--- src/rtl/seg7_counter_display.sv ---
// Cascaded BCD up/down counter driving a time-multiplexed seven-segment display.
// Prescaler, counter, decoder and scanner share one clock; segments and selects are registered together.
module seg7_counter_display #(
    parameter int                DIGITS     = 4,
    parameter int                TICK_DIV   = 50_000_000,
    parameter int                SCAN_DIV   = 50_000,
    parameter int                ACTIVE_LOW = 1,
    parameter logic [DIGITS-1:0] DP_MASK    = '0
) (
    input  logic                  clk,
    input  logic                  reset,
    input  logic                  en,
    input  logic                  up,
    input  logic                  clr,
    input  logic                  blank_lz,
    output logic [7:0]            out,
    output logic [DIGITS-1:0]     cntrl,
    output logic [4*DIGITS-1:0]   value,
    output logic                  wrap,
    output logic                  led
);

    localparam int PW = (TICK_DIV > 1) ? $clog2(TICK_DIV) : 1;
    localparam int SW = (SCAN_DIV > 1) ? $clog2(SCAN_DIV) : 1;
    localparam int IW = (DIGITS > 1) ? $clog2(DIGITS) : 1;

    localparam logic [PW-1:0]     PRESC_MAX = PW'(TICK_DIV - 1);
    localparam logic [SW-1:0]     SCAN_MAX  = SW'(SCAN_DIV - 1);
    localparam logic [IW-1:0]     DIG_MAX   = IW'(DIGITS - 1);
    localparam logic [7:0]        OUT_INV   = (ACTIVE_LOW != 0) ? 8'hFF : 8'h00;
    localparam logic [DIGITS-1:0] SEL_INV   = (ACTIVE_LOW != 0) ? {DIGITS{1'b1}} : {DIGITS{1'b0}};

    function automatic logic [6:0] seg7_decode(input logic [3:0] bcd);
        logic [6:0] seg;
        case (bcd)
            4'd0:    seg = 7'h3F;
            4'd1:    seg = 7'h06;
            4'd2:    seg = 7'h5B;
            4'd3:    seg = 7'h4F;
            4'd4:    seg = 7'h66;
            4'd5:    seg = 7'h6D;
            4'd6:    seg = 7'h7D;
            4'd7:    seg = 7'h07;
            4'd8:    seg = 7'h7F;
            4'd9:    seg = 7'h6F;
            default: seg = 7'h40;
        endcase
        return seg;
    endfunction

    function automatic logic [7:0] apply_polarity(input logic [7:0] segs);
        return segs ^ OUT_INV;
    endfunction

    logic [PW-1:0]       presc_p0;
    logic [SW-1:0]       scan_p0;
    logic [IW-1:0]       dig_p0;
    logic [3:0]          cnt_p0 [DIGITS];
    logic [3:0]          cnt_next [DIGITS];
    logic                roll;
    logic                carry;
    logic                tick;
    logic                step;
    logic [DIGITS-1:0]   lz;
    logic                zero_above;
    logic [3:0]          cur_digit;
    logic                cur_blank;
    logic                cur_dp;
    logic [DIGITS-1:0]   sel_next;
    logic [7:0]          seg_next;

    assign tick = (presc_p0 == PRESC_MAX);
    assign step = tick & en & ~clr;

    // Ripple the +1/-1 through the digits; carry out of the top digit is the rollover.
    always_comb begin
        cnt_next = cnt_p0;
        carry    = 1'b1;
        for (int k = 0; k < DIGITS; k++) begin
            if (carry) begin
                if (up) begin
                    if (cnt_p0[k] >= 4'd9) begin
                        cnt_next[k] = 4'd0;
                    end else begin
                        cnt_next[k] = cnt_p0[k] + 4'd1;
                        carry       = 1'b0;
                    end
                end else begin
                    if (cnt_p0[k] == 4'd0) begin
                        cnt_next[k] = 4'd9;
                    end else begin
                        cnt_next[k] = cnt_p0[k] - 4'd1;
                        carry       = 1'b0;
                    end
                end
            end
        end
        roll = carry;
    end

    // lz[k] is set when digit k and every digit above it are zero.
    always_comb begin
        lz         = '0;
        zero_above = 1'b1;
        for (int k = DIGITS - 1; k >= 0; k--) begin
            zero_above = zero_above & (cnt_p0[k] == 4'd0);
            lz[k]      = zero_above;
        end
    end

    always_comb begin
        cur_digit = cnt_p0[0];
        cur_blank = 1'b0;
        cur_dp    = DP_MASK[0];
        sel_next  = '0;
        for (int k = 0; k < DIGITS; k++) begin
            if (dig_p0 == IW'(k)) begin
                cur_digit   = cnt_p0[k];
                cur_blank   = (k != 0) && blank_lz && lz[k];
                cur_dp      = DP_MASK[k];
                sel_next[k] = 1'b1;
            end
        end
        seg_next = {cur_dp, cur_blank ? 7'h00 : seg7_decode(cur_digit)};
    end

    always_comb begin
        value = '0;
        for (int k = 0; k < DIGITS; k++) begin
            value[4*k +: 4] = cnt_p0[k];
        end
    end

    // Stage p0: prescaler, scanner and counter state.
    always_ff @(posedge clk or posedge reset) begin
        if (reset) begin
            presc_p0 <= '0;
            scan_p0  <= '0;
            dig_p0   <= '0;
            wrap     <= 1'b0;
            led      <= 1'b0;
            for (int k = 0; k < DIGITS; k++) begin
                cnt_p0[k] <= 4'd0;
            end
        end else begin
            if (clr || presc_p0 == PRESC_MAX) begin
                presc_p0 <= '0;
            end else begin
                presc_p0 <= presc_p0 + PW'(1);
            end

            if (scan_p0 == SCAN_MAX) begin
                scan_p0 <= '0;
                dig_p0  <= (dig_p0 == DIG_MAX) ? '0 : dig_p0 + IW'(1);
            end else begin
                scan_p0 <= scan_p0 + SW'(1);
            end

            if (clr) begin
                for (int k = 0; k < DIGITS; k++) begin
                    cnt_p0[k] <= 4'd0;
                end
                wrap <= 1'b0;
            end else if (step) begin
                cnt_p0 <= cnt_next;
                wrap   <= roll;
            end else begin
                wrap <= 1'b0;
            end

            led <= led ^ step;
        end
    end

    // Stage p1: segments and select latched on the same edge to avoid ghosting.
    always_ff @(posedge clk or posedge reset) begin
        if (reset) begin
            out   <= OUT_INV;
            cntrl <= SEL_INV;
        end else begin
            out   <= apply_polarity(seg_next);
            cntrl <= sel_next ^ SEL_INV;
        end
    end

endmodule
--- config.mk ---
export PLATFORM = sky130hd
export DESIGN_NAME = seg7_counter_display
export DESIGN_NICKNAME = d
export VERILOG_FILES = /design/src/rtl/seg7_counter_display.sv
export SDC_FILE = /design/constraint.sdc
export NUM_CORES = 1
export LEC_CHECK = 0
export CORE_MARGIN = 5
export CORE_UTILIZATION = 69
export DETAILED_ROUTE_END_ITERATION = 6
export DONT_BUFFER_PORTS = 1
export PLACE_DENSITY = 0.95
export SETUP_SLACK_MARGIN = 0.05
export SLEW_MARGIN = 20
export SYNTH_ARGS = -nofsm -noshare
export SYNTH_HDL_FRONTEND = slang
export SYNTH_SLANG_ARGS = --single-unit
--- constraint.sdc ---
create_clock -name clk -period 7.7 [get_ports clk]
set_input_delay 0.77 -clock clk [delete_from_list [all_inputs] [get_ports clk]]
set_output_delay 0.77 -clock clk [all_outputs]
set_load 0.05 [all_outputs]
==> summary.md <==
| Metric | Value |
|---|---|
| Fin crit period | 3.28 ns |
| Vias | 3696 |
| EDFF count, synth | 0 |
| Number of global-route vias before repair | 3574 |
| Setup CP Type | reg -> reg |
| Via density | 6.64 |
| Placed cells | 541 |
| Initial core utilization | 70.7% |
| Worst Skew | 0.0137 ns |
| Post-Syn Area per Cell | 9.16 um2 |
| Largest area contributor in the netlist | dfrtp_1 |
| Leak | 1.91 nW |
| Hold WC Path Type | in -> reg |
| Main synth FF type | dfrtp_1 |
| Hold bufs inserted after CTS | 0 |
| CP endpoint kind | flip-flop |
| Cell area after placement | 0.00447 mm2 |
| End of the worst hold path | value[0]$_DFFE_PP0P_ |
| Reg clk slew, reported paths | 0.09 ns |
| Design area | 0.00471 mm2 |
| Async S/R FF share, synth | 100% |
| Sink Count | 73 |
| Post-synth top area share | 34.8% |
| Initial antenna violation count | 0 |
| Net Count, Synth | 517 |
| CORE AREA | 0.00631 mm2 |
| Total gr overflow | 0 |
| IR drop worst, VDD | 0.140 mV |
| Met1 WL | 4.07 mm |
| Total die area | 0.00817 mm2 |
| Hold Path Depth | 1 |
| DR WL met2 | 4.96 mm |
| Fin cells | 557 |
| Power per cell area | 164 mW/mm2 |
| Worst path arrival time | 3.53 ns |
| Ant diodes | 0 |
| Clock Latency Late Sink | 0.35 ns |
| RR Startpoint | value[5]$_DFFE_PP0P_ |
| Status | complete, no violations |
| Top cells by area, synth | dfrtp_1 35%, ha_1 6.7%, dfstp_2 6.5%, nor2_1 5.1%, xnor2_1 4.3% |
| DRT Pass-1 Iters | 5 |
| Root Buffer | clkbuf_8 |
| FP Rows | 29 |
| Number of synthesis warnings | 0 |
| Final Max Tran Viols | 0 |
| Seq/Total Area, Yosys | 41.3% |
| Hold Vio Cnt, Final | 0 |
| Routed len/inst | 18.0 um |
| Post-CTS Resized | 0 |
| Path depth of the worst reg2reg path | 7 |
| Nets | 505 |
| Total routed wirelength | 10.0 mm |
| Setup TNS | 0 ns |
| Worst-path fanout max | 9 |
| RR Endpoint | value[14]$_DFFE_PP0P_ |
| Post-Syn Instances | 487 |
| Mapped cell area | 0.00446 mm2 |
| Worst slew pin tran | 0.883 ns |
| Max Clock Freq | 305 MHz |
| Slew headroom | 41.1% |
| Total CTS buffers | 9 |
| Util after Layout | 74.7% |
| Final period util | 42.5% |
| Final ANT Viol Nets | 0 |
| Starting DRT DRC Count | 292 |
| CTS tree | built |
| Largest net degree at the start of global routing | 74 |
| Max capacitance violation total | 0 |
| Hold_sp | clr |
| H-tree Lvls | 3 |
| I/O Buffers | 0 |
| DR DRC count | 0 |
| Max Used Layer | met4 |
| Synth Register Bits | 73 |
| Worst Path Required | 7.95 ns |
| Routability cong. | 0.915 |
| Die Span Y | 90.4 um |
| Unrepaired setup endpoints after global routing | no |
| Share of post-route cells with drive strength above 1 | 9.79% |
| FF-to-FF setup slack | 4.42 ns |
| Met3 WL | 636 um |
| Die Wd | 90.4 um |
| P&R area growth vs syn | 5.67% |
| First-pass GRT wire length | 17.3 mm |
| Setup Fix Bufs, Post-CTS | 0 |
| Synth cell types | 63 |
| Clock buffer depth | 2 |
| Setup Viol. Count Final | 0 |
| IO Pins | 36 |
| Hpwl dp | 6.69 mm |
| Startpoint types | flip-flop |
| All-Layer GR Usage | 25.4% |
==> through the flow <==
step / setup slack (ns) / total power (W) / hold WS [ns]
floorplan: 4.57 / 0.000414 / 0.448
global placement: 4.58 / 0.000415 / 0.469
detailed placement: 4.48 / 0.000416 / 0.484
CTS: 4.44 / 0.000776 / 0.463
global route: 4.25 / 0.000801 / 0.457
finish: 4.42 / 0.000773 / 0.469
==> metal layers <==
metal  track usage [%]  vias to the layer above
li1                  -                     1702
met1              32.8                     1790
met2              41.5                      167
met3              4.58                       37
met4              11.7                        0
met5                 0                        -
==> state kept, by name, indices dropped and copies added (netlist names) <==
signal	cells
presc_p0	26
scan_p0	16
value	16
out	7
cntrl	4
dig_p0	2
led	1
wrap	1
==> where the power goes <==
group	total (W)	switching, W	internal, W
Combinational	0.0000228	0.0000168	0.00000597
Sequential	0.000386	0.00000138	0.000385
Clock	0.000364	0.000149	0.000215
==> area by class of cell <==
class / count / area [um2]
timing repair buffer: 2 / 15.0
clock inverter: 7 / 116
fill: 403 / 1600
inverter: 32 / 120
clock buffer: 9 / 124
multi-input combinational: 357 / 2400
tap: 77 / 96.3
sequential: 73 / 1840
==> worst max-delay path, stage by stage, from the launching register on <==
cell and delay, ns:
dfrtp_1 0.63, inv_1 0.22, ha_1 0.32, or3b_2 0.51
or3_1 0.38, a2111oi_4 0.60, o2111ai_1 0.21, a32o_1 0.30
==> placed cells by master, fill, tap and decap left out, types with 3 or more instances in the layout <==
cell type and n:
dfrtp_1 62, nor2_1 61, inv_1 31, nand2_1 31, ha_1 24, xnor2_1 22
o21ai_0 20, a21oi_1 19, nand3_1 19, nor3_1 15, xor2_1 13, nand4_1 11
dfstp_2 11, or3_1 10, a211oi_1 10, nor4_1 10, clkbuf_8 9, mux2i_1 8
and3_1 6, nor3b_1 5, or4_1 5, or3b_2 4, a31oi_1 4, nor2b_1 4
mux2_2 3, mux4_2 3, o21bai_1 3, and4_1 3, a2111oi_0 3, bufinv_16 3
==> logic make-up after synthesis <==
| logic type | synth area share, % |
|---|---|
| AOI/OAI and AO/OA | 13.3 |
| xor gates and xnor gates | 6.87 |
| adders and majority gates | 6.73 |
| DFF | 41.3 |
| other | 0.0841 |
| and+or+nand+nor | 22.7 |
| buffers and inverters | 4.91 |
| muxes | 4.07 |
==> worst max-delay path by stage <==
stage                               from               endpoint  slack (ns)  cells after the start
floorplan           value[4]$_DFFE_PP0P_  value[14]$_DFFE_PP0P_        4.57                      9
global placement    value[5]$_DFFE_PP0P_  value[14]$_DFFE_PP0P_        4.58                      7
detailed placement  value[5]$_DFFE_PP0P_  value[14]$_DFFE_PP0P_        4.48                      7
CTS                 value[5]$_DFFE_PP0P_  value[14]$_DFFE_PP0P_        4.44                      7
global route        value[5]$_DFFE_PP0P_  value[10]$_DFFE_PP0P_        4.25                      7
finish              value[5]$_DFFE_PP0P_  value[14]$_DFFE_PP0P_        4.42                      7
==> cell usage after synthesis, types with 4 or more instances <==
| master | n |
|---|---|
| and3_1 | 6 |
| nor3_1 | 15 |
| nand2_1 | 31 |
| inv_1 | 32 |
| nor3b_1 | 5 |
| nor2_1 | 61 |
| clkbuf_1 | 22 |
| a21oi_1 | 19 |
| xnor2_1 | 22 |
| o21ai_0 | 20 |
| nand4_1 | 11 |
| dfrtp_1 | 62 |
| dfstp_2 | 11 |
| or4_1 | 5 |
| ha_1 | 24 |
| a31oi_1 | 4 |
| a211oi_1 | 10 |
| nor4_1 | 10 |
| or3b_2 | 4 |
| mux2i_1 | 8 |
| nor2b_1 | 4 |
| nand3_1 | 19 |
| or3_1 | 10 |
| xor2_1 | 13 |
Note: power is estimated with default switching activity, not from simulation.
